<file path="src/rtl/alu_sequencer.sv">
// alu_sequencer: FETCH/DECODE/EXEC/WB control sequencer for an
// accumulator datapath with an external ALU and register file.
//
// Optional feature macro: ALU_SEQ_BRANCH_EN
//   defined   -> JZ/JC/JMP load pc with the zero-extended operand when taken
//   undefined -> JZ/JC/JMP behave as NOP (pc+1, no other effect)
//
// Parameters:
//   PC_WIDTH       program counter width (default 8)
// Ports:
//   clk            system clock, rising edge
//   rst_n          asynchronous active-low reset
//   instr_req      fetch request (high in FETCH only)
//   instr_valid    instr_data valid, sampled while instr_req=1
//   instr_data     [7:4] opcode, [3:0] operand
//   pc             program counter
//   alu_select     ALU op select (opcode in EXEC/WB of ALU ops, else 0)
//   alu_zero_flag  ALU zero result
//   alu_carry_out  ALU carry/borrow
//   acc_load       one-cycle ACC load strobe
//   acc_src        ACC mux select: 0 ALU, 1 register file
//   reg_addr       register-file address (latched operand)
//   reg_wr         one-cycle register-file write strobe
//   zero_flag      latched ALU zero status
//   carry_flag     latched ALU carry status
//   halted         high in HALT

module alu_sequencer #(
    parameter int PC_WIDTH = 8
) (
    input  logic                clk,
    input  logic                rst_n,
    output logic                instr_req,
    input  logic                instr_valid,
    input  logic [7:0]          instr_data,
    output logic [PC_WIDTH-1:0] pc,
    output logic [3:0]          alu_select,
    input  logic                alu_zero_flag,
    input  logic                alu_carry_out,
    output logic                acc_load,
    output logic                acc_src,
    output logic [3:0]          reg_addr,
    output logic                reg_wr,
    output logic                zero_flag,
    output logic                carry_flag,
    output logic                halted
);

    typedef enum logic [2:0] {
        S_FETCH,
        S_DECODE,
        S_EXEC,
        S_WB,
        S_HALT
    } state_e;

    typedef enum logic [3:0] {
        OP_NOP  = 4'h0,
        OP_ADD  = 4'h1,
        OP_SUB  = 4'h2,
        OP_NOR  = 4'h3,
        OP_LDA  = 4'h4,
        OP_STA  = 4'h5,
        OP_JZ   = 4'h6,
        OP_JC   = 4'h7,
        OP_JMP  = 4'h8,
        OP_SHFR = 4'hB,
        OP_SHFL = 4'hC,
        OP_HALT = 4'hF
    } op_e;

    state_e              state_q, state_d;
    logic [7:0]          ir_q, ir_d;
    logic [PC_WIDTH-1:0] pc_q, pc_d;
    logic                zero_q, zero_d;
    logic                carry_q, carry_d;

    op_e                 op;
    logic                is_alu;
    logic                br_taken;

    // Undefined opcodes cast to values outside the named set and
    // fall through every decoder as NOP.
    assign op = op_e'(ir_q[7:4]);

    always_comb begin
        is_alu = 1'b0;
        case (op)
            OP_ADD, OP_SUB, OP_NOR, OP_SHFR, OP_SHFL: is_alu = 1'b1;
            default:                                  is_alu = 1'b0;
        endcase
    end

    // Conditions use the flags latched by earlier ALU ops.
    always_comb begin
        br_taken = 1'b0;
`ifdef ALU_SEQ_BRANCH_EN
        case (op)
            OP_JMP:  br_taken = 1'b1;
            OP_JZ:   br_taken = zero_q;
            OP_JC:   br_taken = carry_q;
            default: br_taken = 1'b0;
        endcase
`else
        br_taken = 1'b0;
`endif
    end

    always_comb begin
        state_d    = state_q;
        ir_d       = ir_q;
        pc_d       = pc_q;
        zero_d     = zero_q;
        carry_d    = carry_q;
        instr_req  = 1'b0;
        halted     = 1'b0;
        alu_select = OP_NOP;
        acc_load   = 1'b0;
        acc_src    = 1'b0;
        reg_wr     = 1'b0;

        unique case (state_q)
            S_FETCH: begin
                instr_req = 1'b1;
                if (instr_valid) begin
                    ir_d    = instr_data;
                    state_d = S_DECODE;
                end
            end

            S_DECODE: begin
                if (is_alu)
                    state_d = S_EXEC;
                else if (op == OP_HALT)
                    state_d = S_HALT;
                else
                    state_d = S_WB;
            end

            // Select is presented a full cycle before the result is
            // captured so the ALU can settle.
            S_EXEC: begin
                alu_select = ir_q[7:4];
                state_d    = S_WB;
            end

            S_WB: begin
                state_d = S_FETCH;
                if (br_taken)
                    pc_d = PC_WIDTH'(ir_q[3:0]);
                else
                    pc_d = pc_q + 1'b1;

                if (is_alu) begin
                    alu_select = ir_q[7:4];
                    acc_load   = 1'b1;
                    zero_d     = alu_zero_flag;
                    carry_d    = alu_carry_out;
                end else if (op == OP_LDA) begin
                    acc_load = 1'b1;
                    acc_src  = 1'b1;
                end else if (op == OP_STA) begin
                    reg_wr = 1'b1;
                end
            end

            // Only reset leaves HALT.
            S_HALT: begin
                halted = 1'b1;
            end

            default: begin
                state_d = S_FETCH;
            end
        endcase
    end

    always_ff @(posedge clk or negedge rst_n) begin
        if (!rst_n) begin
            state_q <= S_FETCH;
            ir_q    <= 8'h00;
            pc_q    <= '0;
            zero_q  <= 1'b0;
            carry_q <= 1'b0;
        end else begin
            state_q <= state_d;
            ir_q    <= ir_d;
            pc_q    <= pc_d;
            zero_q  <= zero_d;
            carry_q <= carry_d;
        end
    end

    assign pc         = pc_q;
    assign reg_addr   = ir_q[3:0];
    assign zero_flag  = zero_q;
    assign carry_flag = carry_q;

endmodule

</file>
<file path="config.mk">
export PLATFORM = sky130hd
export DESIGN_NAME = alu_sequencer
export DESIGN_NICKNAME = d
export VERILOG_FILES = /design/src/rtl/alu_sequencer.sv
export SDC_FILE = /design/constraint.sdc
export NUM_CORES = 1
export LEC_CHECK = 0
export ABC_AREA = 1
export ABC_CLOCK_PERIOD_IN_PS = 1350
export BUFFER_PORTS_ARGS = -buffer_cell sky130_fd_sc_hd__clkbuf_2
export CAP_MARGIN = 5
export CORE_MARGIN = 2
export CORE_UTILIZATION = 45
export CTS_BUF_LIST = sky130_fd_sc_hd__clkbuf_16
export DETAILED_ROUTE_END_ITERATION = 8
export PLACE_DENSITY = 0.74
export SLEW_MARGIN = 20
export SYNTH_ARGS = -nofsm -noshare
export SYNTH_HDL_FRONTEND = slang
export SYNTH_SLANG_ARGS = --single-unit
</file>
<file path="constraint.sdc">
create_clock -name clk -period 1.35 [get_ports clk]
set_clock_uncertainty 0.2 [all_clocks]
set_input_delay 0.135 -clock clk [delete_from_list [all_inputs] [get_ports clk]]
set_output_delay 0.135 -clock clk [all_outputs]
set_load 0.03 [all_outputs]
</file>
Word-level counts from Yosys, hierarchy flattened
Cells that the tools add are included.

storage, ports and cells
  flip-flop bits (word level) = 21
  input port bits = 13
  output and inout port bits = 23
  logic and storage cells = 43

cells by class
  add/sub/neg operators = 1
  equality and inequality tests = 13
  multiplexer cells = 18
  bitwise operators = 1
  reductions and logical operators = 5

operators by type and width
  operator               number
  $eq A4 B4 Y1 const B   3
  $mux W1                12
  $pmux W3 S4            1
  $mux W3                3
  $add A8 B1 Y8 const B  1
  $eq A4 B2 Y1 const B   2
  $eq A4 B3 Y1 const B   2
  $pmux W4 S2            1
  $eq A3 B2 Y1 const B   2
  $reduce_and A2 Y1      3
  $reduce_or A5 Y1       1
  $eq A4 B1 Y1 const B   1
  $mux W4                1
  $eq A3 B1 Y1 const B   1
  $eq A3 B3 Y1 const B   1
  $logic_not A3 Y1       1
  $ne A2 B2 Y1 const B   1
  $not A1 Y1             1

Depth between registers and ports, before layout
  word-level depth = 5
  mapped depth = 7
  depth with buffers taken out = 7

Worst setup path after synthesis
Ideal clock, no wire load.

  path type = reg2out
  from = reg state_q[2]
  to = out acc_load
  data arrival time = 1.428 ns
  data required time = 1.015 ns
  path slack = -0.413 ns
  stages on the path, launching flop included = 5
  buffers on the path = 1
  cell sequence = dfrtp_1 -> inv_2 -> nand3_2 -> buf_6 -> o21ai_0

between the ends
  longest elaborated chain between the ends = 2

ends and longest elaborated chain
  what                    line  text
  start, declared         72    state_e state_q, state_d;
  start signal, assigned  186   state_q <= state_d;
  $eq A3 B2 Y1            122   unique case (state_q)
  $mux W1                 122
  end, declared           40    output logic acc_load,

Every way passes these cells.

Worst setup path after layout
  from = reg ir_q[5]
  to = out alu_select[1]

between the ends
  longest elaborated chain between the ends = 5
  elaborated cells between the ends (all ways) = 9
  those cells by class = 5 x eq/ne; 3 x mux; 1 x reduce/logical

ends and longest elaborated chain
  what                                        line  text
  start, declared                             73    logic [7:0] ir_q, ir_d;
  start signal, assigned                      187   ir_q <= ir_d;
  $eq A4 B1 Y1, or another cell as far along  88    case (op)
  $reduce_or A5 Y1                            88
  $mux W1                                     88
  $mux W4                                     154   if (is_alu) begin
  $pmux W4 S2 (*)                             122
  end, declared                               37    output logic [3:0] alu_select,

Mark *: on every way between the ends. The rest lies on a longest branch, timed or not.

==> metrics <==
Bufs and invs on worst path=1; die height=55.0 um; clock transition at the registers of the reported paths=0.06 ns; Global Route Usage Sum=0.271; period utilization=1.34; max_cap viols=0; syn_area_per_cell=8.13 um2; PwrDens=2570 nW/um2; Area Growth Syn to Fin=85.0%; CP Class=reg2out; CP startpoint kind=flip-flop; RSZ-0062 raised after global routing=true; clock power share=0.118; reg2reg start=state_q[2]$_DFFE_PN0P_; Crit. End Element=output port; Yosys cell types=22; DRT iter0 DRCs=23; initial antenna violation count=0; CP Launch Point=ir_q[5]$_DFFE_PN0P_; final WL=4460 um; clk root buf=clkbuf_16; critical path fanouts, max=5; final core occ=0.875; Nets=236; outcome=finished with violations; commonest cells after routing, fill and taps aside=nand2_1, clkbuf_2, buf_4; fmax=553 MHz; sw frac=0.487; total grt overflow=0; die area=3030 um2; Die Span X=55.0 um; share of the synthesized area in the top cell type=0.449; Synth area leaders=dfrtp_1, nand2_1, nand3_1, inv_1, nor2_1; Avg WL per Cell=17.8 um; Skew-Pair Late Insertion Delay=0.26 ns; CP max stage cell=dfrtp_1; critical path depth=6; n_diodes=0; Crit Reg-Reg Endpoint=ir_q[1]$_DFFE_PN0P_; leakage power total=1.04 nW; Cell Rows=18; Fillers=112; Slew HR=0.625; post-route DRC violation count=0; vias in the first global route=1240; Num CTS Buffers=3; clock sink total=21; Worst Path Arrival=1.47 ns; vias per inst=5.30; reg2reg setup slack=-0.29 ns; Worst path top cell family by delay=simple AND/OR/NAND/NOR gates; routed wl met2=2440 um; Port Buffers=35; post-DP HPWL=2150 um; min setup slack post-route=-0.460 ns; Clock Path Buffers=2; Max Slew Vio Count=0; area leader, netlist=dfrtp_1; Ys Warns=0; NetSw=2.72 mW; CP Data Required Time=1.01 ns; total number of H-tree levels=1; crit path capture=alu_select[1]; Initial Utilization=0.473; sequential area share after synthesis=0.449; synthesized instance count=144; M1 WL=1660 um; worst stage delay on the critical path=0.42 ns; proportion of layout cells with a drive suffix above 1=0.620; worst slack, placed=-0.217 ns; Worst R2R Path Depth=8; routed via count=1331; router iterations before antenna repair=4; worst min path class=in2reg; Final Hold Viols=0; GPL Wtd Cong=0.778; critical path, cell by cell=nor2_4 -> nand3_4 -> nand2_4 -> nand3_2 -> o21ai_2 -> clkbuf_8; commonest non-fill, non-tap cell in the layout=nand2_1; Synth Cell Area=1170 um2; first-pass GRT wire length=5670 um; # setup viols final=22; worst vdd ir=0.00259 V; combinational share of power=0.657; largest net degree at the start of global routing=22; failing checks=negative setup slack; Slew @ Worst Pin=0.563 ns; fin crit period=1.81 ns; core area=2480 um2; met3 wire len=191 um; Net Count, Synth=158; CTS tree=done; highest metal used=met4; register share of total power=0.225; Antenna Nets Post-Route=0; Int Power=2.86 mW; Ports=36; Seq cells post-synth=21
flip-flops by register name, indices dropped and copies added (netlist names):
signal / flops
zero_flag: 1
carry_flag: 1
pc: 8
state_q: 3
ir_q: 8
worst min-delay path by stage:
stage	start	slack (ns)	end	cells past startpoint
floorplan	rst_n	-0.36	carry_flag$_DFFE_PN0P_	0
global placement	rst_n	-0.07	pc[4]$_DFFE_PN0N_	1
detailed placement	rst_n	-0.06	pc[3]$_DFFE_PN0N_	1
CTS	instr_valid	0.08	ir_q[3]$_DFFE_PN0P_	3
global route	instr_valid	0.16	ir_q[0]$_DFFE_PN0P_	3
finish	instr_valid	0.14	ir_q[0]$_DFFE_PN0P_	3
worst reg2reg max path, delay by kind of cell (launching register included):
kind,cells,cell delay [ns]
buffers and inverters,4,0.52
AND/OR/NAND/NOR,4,0.41
flip-flops,1,0.40
power by group through the flow:
stage | combinational [mW] | sequential (mW) | clock [mW]
after global placement | 2.37 | 1.12 | 0
after floorplan | 1.44 | 1.33 | 0
after CTS | 3.07 | 1.16 | 0.642
final | 3.67 | 1.26 | 0.656
after detailed placement | 2.43 | 1.14 | 0
after global routing | 3.86 | 1.29 | 0.698
final cells by class:
cell class / count / area, um2 / share of cell area
clock buffer: 3 / 75.1 / 0.0346
clock inverter: 1 / 5.00 / 0.00231
inverter: 17 / 66.3 / 0.0306
multi-input combinational: 101 / 798 / 0.368
sequential: 21 / 533 / 0.246
tap: 30 / 37.5 / 0.0173
timing repair buffer: 78 / 652 / 0.301
layer usage:
metal,vias to the layer above,track usage
li1,611,-
met1,644,0.298
met2,60,0.478
met3,16,0.0618
met4,0,0.150
met5,-,0
stage by stage:
step / power [mW] / area (um2) / TNS [ns] / hold slack, ns / cells
after floorplan: 2.76 / 1240 / -1.41 / -0.361 / 144
after global placement: 3.49 / 1570 / -0.762 / -0.0713 / 225
after detailed placement: 3.58 / 1570 / -1.22 / -0.0560 / 225
after CTS: 4.87 / 1990 / -4.06 / 0.0825 / 245
after global routing: 5.85 / 2170 / -7.16 / 0.155 / 251
final: 5.58 / 2170 / -6.12 / 0.137 / 251
repair_timing:
| action | 4_1_cts | 5_1_grt |
|---|---|---|
| gates cloned | 1 | 0 |
| gates resized for setup | 50 | 38 |
| pin swaps | 10 | 17 |
| endpoints found under the hold margin | 31 | 0 |
| endpoints found under the setup margin | 15 | 28 |
| setup buffers | 6 | 7 |
| hold buffers | 11 | 0 |
cells in the mapped netlist:
| master | number |
|---|---|
| nand3_1 | 17 |
| nand4_1 | 3 |
| nand2_4 | 2 |
| buf_6 | 2 |
| ha_1 | 1 |
| o21ai_0 | 6 |
| inv_2 | 3 |
| nor2_2 | 2 |
| xnor2_2 | 1 |
| a31o_2 | 1 |
| nand2_2 | 1 |
| xor2_1 | 3 |
| nor2_1 | 12 |
| nand2_1 | 40 |
| o22ai_1 | 1 |
| inv_1 | 14 |
| a21oi_2 | 4 |
| nand3_2 | 1 |
| a21oi_1 | 2 |
| dfrtp_1 | 21 |
| buf_4 | 4 |
| nor2_4 | 3 |
cells by family (layout without fill, tap and decap cells):
kind of cell / Yosys count / count (layout) / share of synthesized area
and+or+nand+nor: 81 / 82 / 0.328
DFF: 21 / 21 / 0.449
AOI/OAI and AO/OA: 14 / 14 / 0.0769
adders and majority gates: 1 / 1 / 0.0107
xor gates and xnor gates: 4 / 4 / 0.0363
buffers and inverters: 23 / 99 / 0.0994
Note: power is estimated with default switching activity, not from simulation.
